`src/rtl/output_port_arbiter_if.sv`:
```
// rtl/output_port_arbiter_if.sv - requester/link bundle between crossbar inputs, output port arbiter and link
interface output_port_arbiter_if #(
    parameter int DATA_WIDTH = 8,
    parameter int N          = 5
);
    logic [N-1:0]            req;
    logic [N-1:0]            last;
    logic [N*DATA_WIDTH-1:0] Data_in;
    logic                    ret;
    logic [N-1:0]            gnt;
    logic [DATA_WIDTH-1:0]   Data_out;
    logic                    val;
    logic                    busy;

    modport slave (
        input  req,
        input  last,
        input  Data_in,
        input  ret,
        output gnt,
        output Data_out,
        output val,
        output busy
    );

    modport master (
        output req,
        output last,
        output Data_in,
        output ret,
        input  gnt,
        input  Data_out,
        input  val,
        input  busy
    );
endinterface

```
`src/rtl/output_port_arbiter.sv`:
```
// rtl/output_port_arbiter.sv - wormhole round-robin output port arbiter; optional idle-owner timeout via OUTPUT_PORT_ARB_TIMEOUT_EN
module output_port_arbiter #(
    parameter int DATA_WIDTH = 8,
    parameter int N          = 5,
    parameter int PTR_W      = 3,
    parameter int TIMEOUT    = 15
) (
    input  logic                   clk,
    input  logic                   rst,
    output_port_arbiter_if.slave   port_if
);
    typedef enum logic {
        IDLE   = 1'b0,
        LOCKED = 1'b1
    } state_t;

    state_t                state;
    state_t                state_next;
    logic [PTR_W-1:0]      ptr;
    logic [PTR_W-1:0]      owner;
    logic [PTR_W-1:0]      pick;
    logic [PTR_W-1:0]      owner_succ;
    logic                  found;
    int                    idx;
    logic                  owner_req;
    logic                  owner_last;
    logic                  accept;
    logic                  timeout_hit;
    logic                  release_lock;
    logic [DATA_WIDTH-1:0] flits [N];
    logic [DATA_WIDTH-1:0] dout_q;
    logic                  val_q;
    logic                  busy_q;

    for (genvar i = 0; i < N; i++) begin : g_flit
        assign flits[i] = port_if.Data_in[i*DATA_WIDTH +: DATA_WIDTH];
    end

    assign owner_req    = port_if.req[owner];
    assign owner_last   = port_if.last[owner];
    assign accept       = (state == LOCKED) && owner_req && !port_if.ret;
    assign release_lock = (accept && owner_last) || timeout_hit;
    assign owner_succ   = (owner == PTR_W'(N - 1)) ? '0 : owner + 1'b1;

    // Rotating search: first requester at or after ptr, wrapping modulo N.
    always_comb begin
        pick  = '0;
        found = 1'b0;
        idx   = 0;
        for (int k = 0; k < N; k++) begin
            idx = (int'(ptr) + k) % N;
            if (!found && port_if.req[idx[PTR_W-1:0]]) begin
                found = 1'b1;
                pick  = idx[PTR_W-1:0];
            end
        end
    end

`ifdef OUTPUT_PORT_ARB_TIMEOUT_EN
    localparam int CNT_W = $clog2(TIMEOUT + 1);
    logic [CNT_W-1:0] idle_cnt;

    assign timeout_hit = (state == LOCKED) && !owner_req
                         && (idle_cnt == CNT_W'(TIMEOUT - 1));

    // Only cycles where the owner has nothing to offer count; ret stalls do not.
    always_ff @(posedge clk or posedge rst) begin
        if (rst) begin
            idle_cnt <= '0;
        end else if (state != LOCKED || owner_req || timeout_hit) begin
            idle_cnt <= '0;
        end else begin
            idle_cnt <= idle_cnt + 1'b1;
        end
    end
`else
    assign timeout_hit = 1'b0;
`endif

    always_ff @(posedge clk or posedge rst) begin
        if (rst) begin
            state <= IDLE;
            ptr   <= '0;
            owner <= '0;
        end else begin
            state <= state_next;
            if (state == IDLE && found) begin
                owner <= pick;
            end
            if (release_lock) begin
                ptr <= owner_succ;
            end
        end
    end

    always_comb begin
        state_next = state;
        case (state)
            IDLE:    if (found)        state_next = LOCKED;
            LOCKED:  if (release_lock) state_next = IDLE;
            default:                   state_next = IDLE;
        endcase
    end

    always_comb begin
        port_if.gnt = '0;
        if (!rst && accept) begin
            port_if.gnt[owner] = 1'b1;
        end
    end

    // The link is zeroed on every non-accept cycle so it never repeats a flit.
    always_ff @(posedge clk or posedge rst) begin
        if (rst) begin
            dout_q <= '0;
            val_q  <= 1'b0;
            busy_q <= 1'b0;
        end else begin
            dout_q <= accept ? flits[owner] : '0;
            val_q  <= accept;
            busy_q <= (state_next == LOCKED);
        end
    end

    assign port_if.Data_out = dout_q;
    assign port_if.val      = val_q;
    assign port_if.busy     = busy_q;
endmodule

```
`src/flat_wrapper.sv`:
```
// flat-port wrapper written by rule: the top's interface ports become plain ports
module output_port_arbiter_flat 
#(
    parameter int DATA_WIDTH = 8,
    parameter int N          = 5,
    parameter int PTR_W      = 3,
    parameter int TIMEOUT    = 15
)
  (clk, rst, port_if_req, port_if_last, port_if_Data_in, port_if_ret, port_if_gnt, port_if_Data_out, port_if_val, port_if_busy);
  output_port_arbiter_if #(.DATA_WIDTH(DATA_WIDTH), .N(N)) port_if_i ();
  input  logic clk;
  input  logic rst;
  input wire logic [$bits(port_if_i.req)-1:0] port_if_req;
  input wire logic [$bits(port_if_i.last)-1:0] port_if_last;
  input wire logic [$bits(port_if_i.Data_in)-1:0] port_if_Data_in;
  input wire logic [$bits(port_if_i.ret)-1:0] port_if_ret;
  output wire logic [$bits(port_if_i.gnt)-1:0] port_if_gnt;
  output wire logic [$bits(port_if_i.Data_out)-1:0] port_if_Data_out;
  output wire logic [$bits(port_if_i.val)-1:0] port_if_val;
  output wire logic [$bits(port_if_i.busy)-1:0] port_if_busy;
  assign port_if_i.req = port_if_req;
  assign port_if_i.last = port_if_last;
  assign port_if_i.Data_in = port_if_Data_in;
  assign port_if_i.ret = port_if_ret;
  assign port_if_gnt = port_if_i.gnt;
  assign port_if_Data_out = port_if_i.Data_out;
  assign port_if_val = port_if_i.val;
  assign port_if_busy = port_if_i.busy;
  output_port_arbiter #(.DATA_WIDTH(DATA_WIDTH), .N(N), .PTR_W(PTR_W), .TIMEOUT(TIMEOUT)) u_core (.clk(clk), .rst(rst), .port_if(port_if_i));
endmodule
```
`config.mk`:
```
export PLATFORM = sky130hd
export DESIGN_NAME = output_port_arbiter_flat
export DESIGN_NICKNAME = d
export VERILOG_FILES = /design/src/rtl/output_port_arbiter_if.sv /design/src/rtl/output_port_arbiter.sv /design/src/flat_wrapper.sv
export SDC_FILE = /design/constraint.sdc
export NUM_CORES = 1
export LEC_CHECK = 0
export CORE_ASPECT_RATIO = 1.75
export CORE_MARGIN = 5
export CORE_UTILIZATION = 33
export CTS_BUF_LIST = sky130_fd_sc_hd__clkbuf_16
export CTS_CLUSTER_DIAMETER = 120
export DETAILED_ROUTE_END_ITERATION = 8
export HOLD_SLACK_MARGIN = 0.12
export SLEW_MARGIN = 40
export SYNTH_ARGS = -nofsm -noshare
export SYNTH_HDL_FRONTEND = slang
export SYNTH_SLANG_ARGS = --single-unit
```
`constraint.sdc`:
```
create_clock -name clk -period 8.31 [get_ports clk]
set_input_delay 0.831 -clock clk [delete_from_list [all_inputs] [get_ports clk]]
set_output_delay 0.831 -clock clk [all_outputs]
set_load 0.03 [all_outputs]
```
==> run metrics <==
Worst-path clk slew 50 ps; slew margin rel. a little over half; Int Pwr 0.762 mW; via count around 2.7k; Post-CTS Setup Bufs 0; sw power 0.908 mW; non-filler cells, final 468; first-pass GRT wire length roughly 14 mm; initial antenna violation count 0; # hold bufs at CTS 0; post-synthesis cell area 0.00257 mm2; syn_area_per_cell 7.88 um2; status finished, final reports clean; Skew-Pair Late Insertion Delay 250 ps; r2r setup slk 3520 ps; final critical-path required period 4790 ps; synth unique cells 76; cts bufs inserted 3; crit-path max FO 25; antenna-violating nets left 0; Comb pwr share a little over four fifths; critical path class flop to flop; Pre-Repair DR Iteration Count 4; Most used DFF post-synth dfrtp_1; fmax 209 MHz; sequential area share after synthesis 15.6%; nature of the critical path endpoint flop; H-tree depth 1; Reg-to-Reg Start u_core.ptr[0]$_DFFE_PP0P_; Synth area leader dfrtp_1; Post-synth EDFFs 0; Crit. Startpoint u_core.ptr[0]$_DFFE_PP0P_; synthesis-to-layout area growth 30.6%; Max Buffers Root-to-Sink 2; Critical Path AT 4920 ps; Seq cells post-synth 16; # diodes 0; routability congestion estimate ~0.90; Sw Share 54.4%; vias in the first global route 2724; worst slack, placed 2990 ps; Util after Layout 44.4%; met1 Use GR 20.0%; CTS tree done; sequential power share 9.9%; DP HPWL between 6 and 7 mm; NumNets Final 451; Worst IR Drop VDD between 0.2 and 0.3 mV; worst hold path class flop to flop; Yosys top cell area share 15.6%; die area roughly 0.0097 mm2; synth top area cells dfrtp_1, ha_1, mux2i_1; RR Endpoint u_core.owner[1]$_DFFE_PP0P_; TritonCTS Sinks 16; post-CTS sizing 0; layout cells sized above 1 11.6%; chip height 127 um; PortBufs between 60 and 70; unrepaired setup endpoints after global routing no; Clk pwr share under 10%; pwr dens 497 mW/mm2; Worst Tran Pin Value 697 ps; highest-count cells in the layout ignoring fill and taps clkdlybuf4s50_1, nand2_1, nor2_1, a21oi_1, o21ai_0; FFs w/ async S/R, synth 100%; Top-Level Pins between 60 and 70; end of the critical path u_core.owner[1]$_DFFE_PP0P_; grt ovf 0; final WL 8.45 mm; clk_skew roughly 1.2 ps; FILL cells 776; Final Hold Viols 0; Leakage about 1.3 nW; layer with the highest usage met2; M2 GR Usage 29.5%; WP data required 8440 ps; DP Area 0.00327 mm2; Yosys warning total 0; Clock Tree Root clkbuf_16; fin crit share 57.6%; DRC 0; syn nets 396; Worst Setup Start Kind flop; design area 0.00336 mm2; final setup TNS 0 ps; Initial Utilization 34.0%; core area 0.00757 mm2; most common cell after layout, fill and taps aside clkdlybuf4s50_1; total track usage 17.1%; row cnt 42; Post-Syn Instances 326; DR vias/cell 5.85; max-slew violations 0; setup slack after layout around 3500 ps; die width roughly 77 um; largest net degree at the start of global routing 27; grt met3 use under 10%; max_cap viols 0; final hold slack 626 ps; DR iter-0 viols 124; drt wl/cell 18.1 um; worst-case reg-to-reg path depth 17; total power 1.67 mW; dpl cells 464; final setup vio count 0
## cell type report
| class | instances | area [um2] | area share, % |
|---|---|---|---|
| well taps | 88 | 110 | 3.28 |
| repair buffers | 69 | 686 | 20.4 |
| multi-input cells | 269 | 2000 | 59.5 |
| flip-flops and latches | 16 | 402 | 12.0 |
| inverters | 22 | 82.6 | 2.46 |
| clock buffers | 3 | 75.1 | 2.24 |
| clock inverters | 1 | 3.75 | 0.112 |
## flip-flops by register name, indices dropped and copies added (netlist names)
| register | flops |
|---|---|
| u_core.owner | 3 |
| u_core.port_if.Data_out | 8 |
| u_core.port_if.val | 1 |
| u_core.ptr | 3 |
| u_core.state | 1 |
## per-layer routing
layer	vias to the layer above	share of wire, %
met5	-	0
met4	0	4.1
met3	23	6.0
met2	101	49
met1	1273	41
li1	1339	-
## cells in the mapped netlist, types with 5 or more instances
cell type	number
a21oi_1	21
buf_2	5
clkbuf_1	7
dfrtp_1	16
ha_1	17
inv_1	18
mux2i_1	16
mux4_2	5
nand2_1	27
nand3_1	11
nor2_1	22
nor2b_1	7
nor3_1	15
o211ai_1	7
o21ai_0	19
o21ai_1	6
xnor2_1	8
## cell families after synthesis
family / after synthesis / synth area share, %
fa+ha+maj: 17 / 8.28
compound gates: 105 / 29.6
flops: 16 / 15.6
xor+xnor: 9 / 3.36
simple gates: 111 / 22.7
buf+inv: 41 / 7.01
mux: 27 / 13.5
## worst max-delay path, stage by stage (launching register included)
cell       delay, ps
dfrtp_2          590
inv_1            430
ha_2             350
inv_1             60
ha_1             500
inv_1            140
ha_1             200
inv_1             50
ha_1             220
nor2b_1          210
o2111ai_1        190
nand4_2          170
xor2_2           200
mux2i_1          250
a21oi_2          130
o41ai_2          600
inv_2             70
mux2_4           300
## how the worst min path moves through the flow
stage                                      start                     end  cells after the start
after floorplan           u_core.state$_DFF_PP0_  u_core.state$_DFF_PP0_                      2
after global placement    u_core.state$_DFF_PP0_  u_core.state$_DFF_PP0_                      2
after detailed placement  u_core.state$_DFF_PP0_  u_core.state$_DFF_PP0_                      2
after CTS                 u_core.state$_DFF_PP0_  u_core.state$_DFF_PP0_                      2
after global routing      u_core.state$_DFF_PP0_  u_core.state$_DFF_PP0_                      2
final                     u_core.state$_DFF_PP0_  u_core.state$_DFF_PP0_                      2
## power by group through the flow
| stage | clock, mW | sequential [mW] | combinational, mW |
|---|---|---|---|
| floorplan | 0 | 0.160 | 1.11 |
| finish | 0.0968 | 0.165 | 1.41 |
| detailed placement | 0 | 0.167 | 1.40 |
| global placement | 0 | 0.166 | 1.38 |
| CTS | 0.0988 | 0.165 | 1.41 |
| global route | 0.104 | 0.173 | 1.54 |
Power figures use the tool's default switching activity.
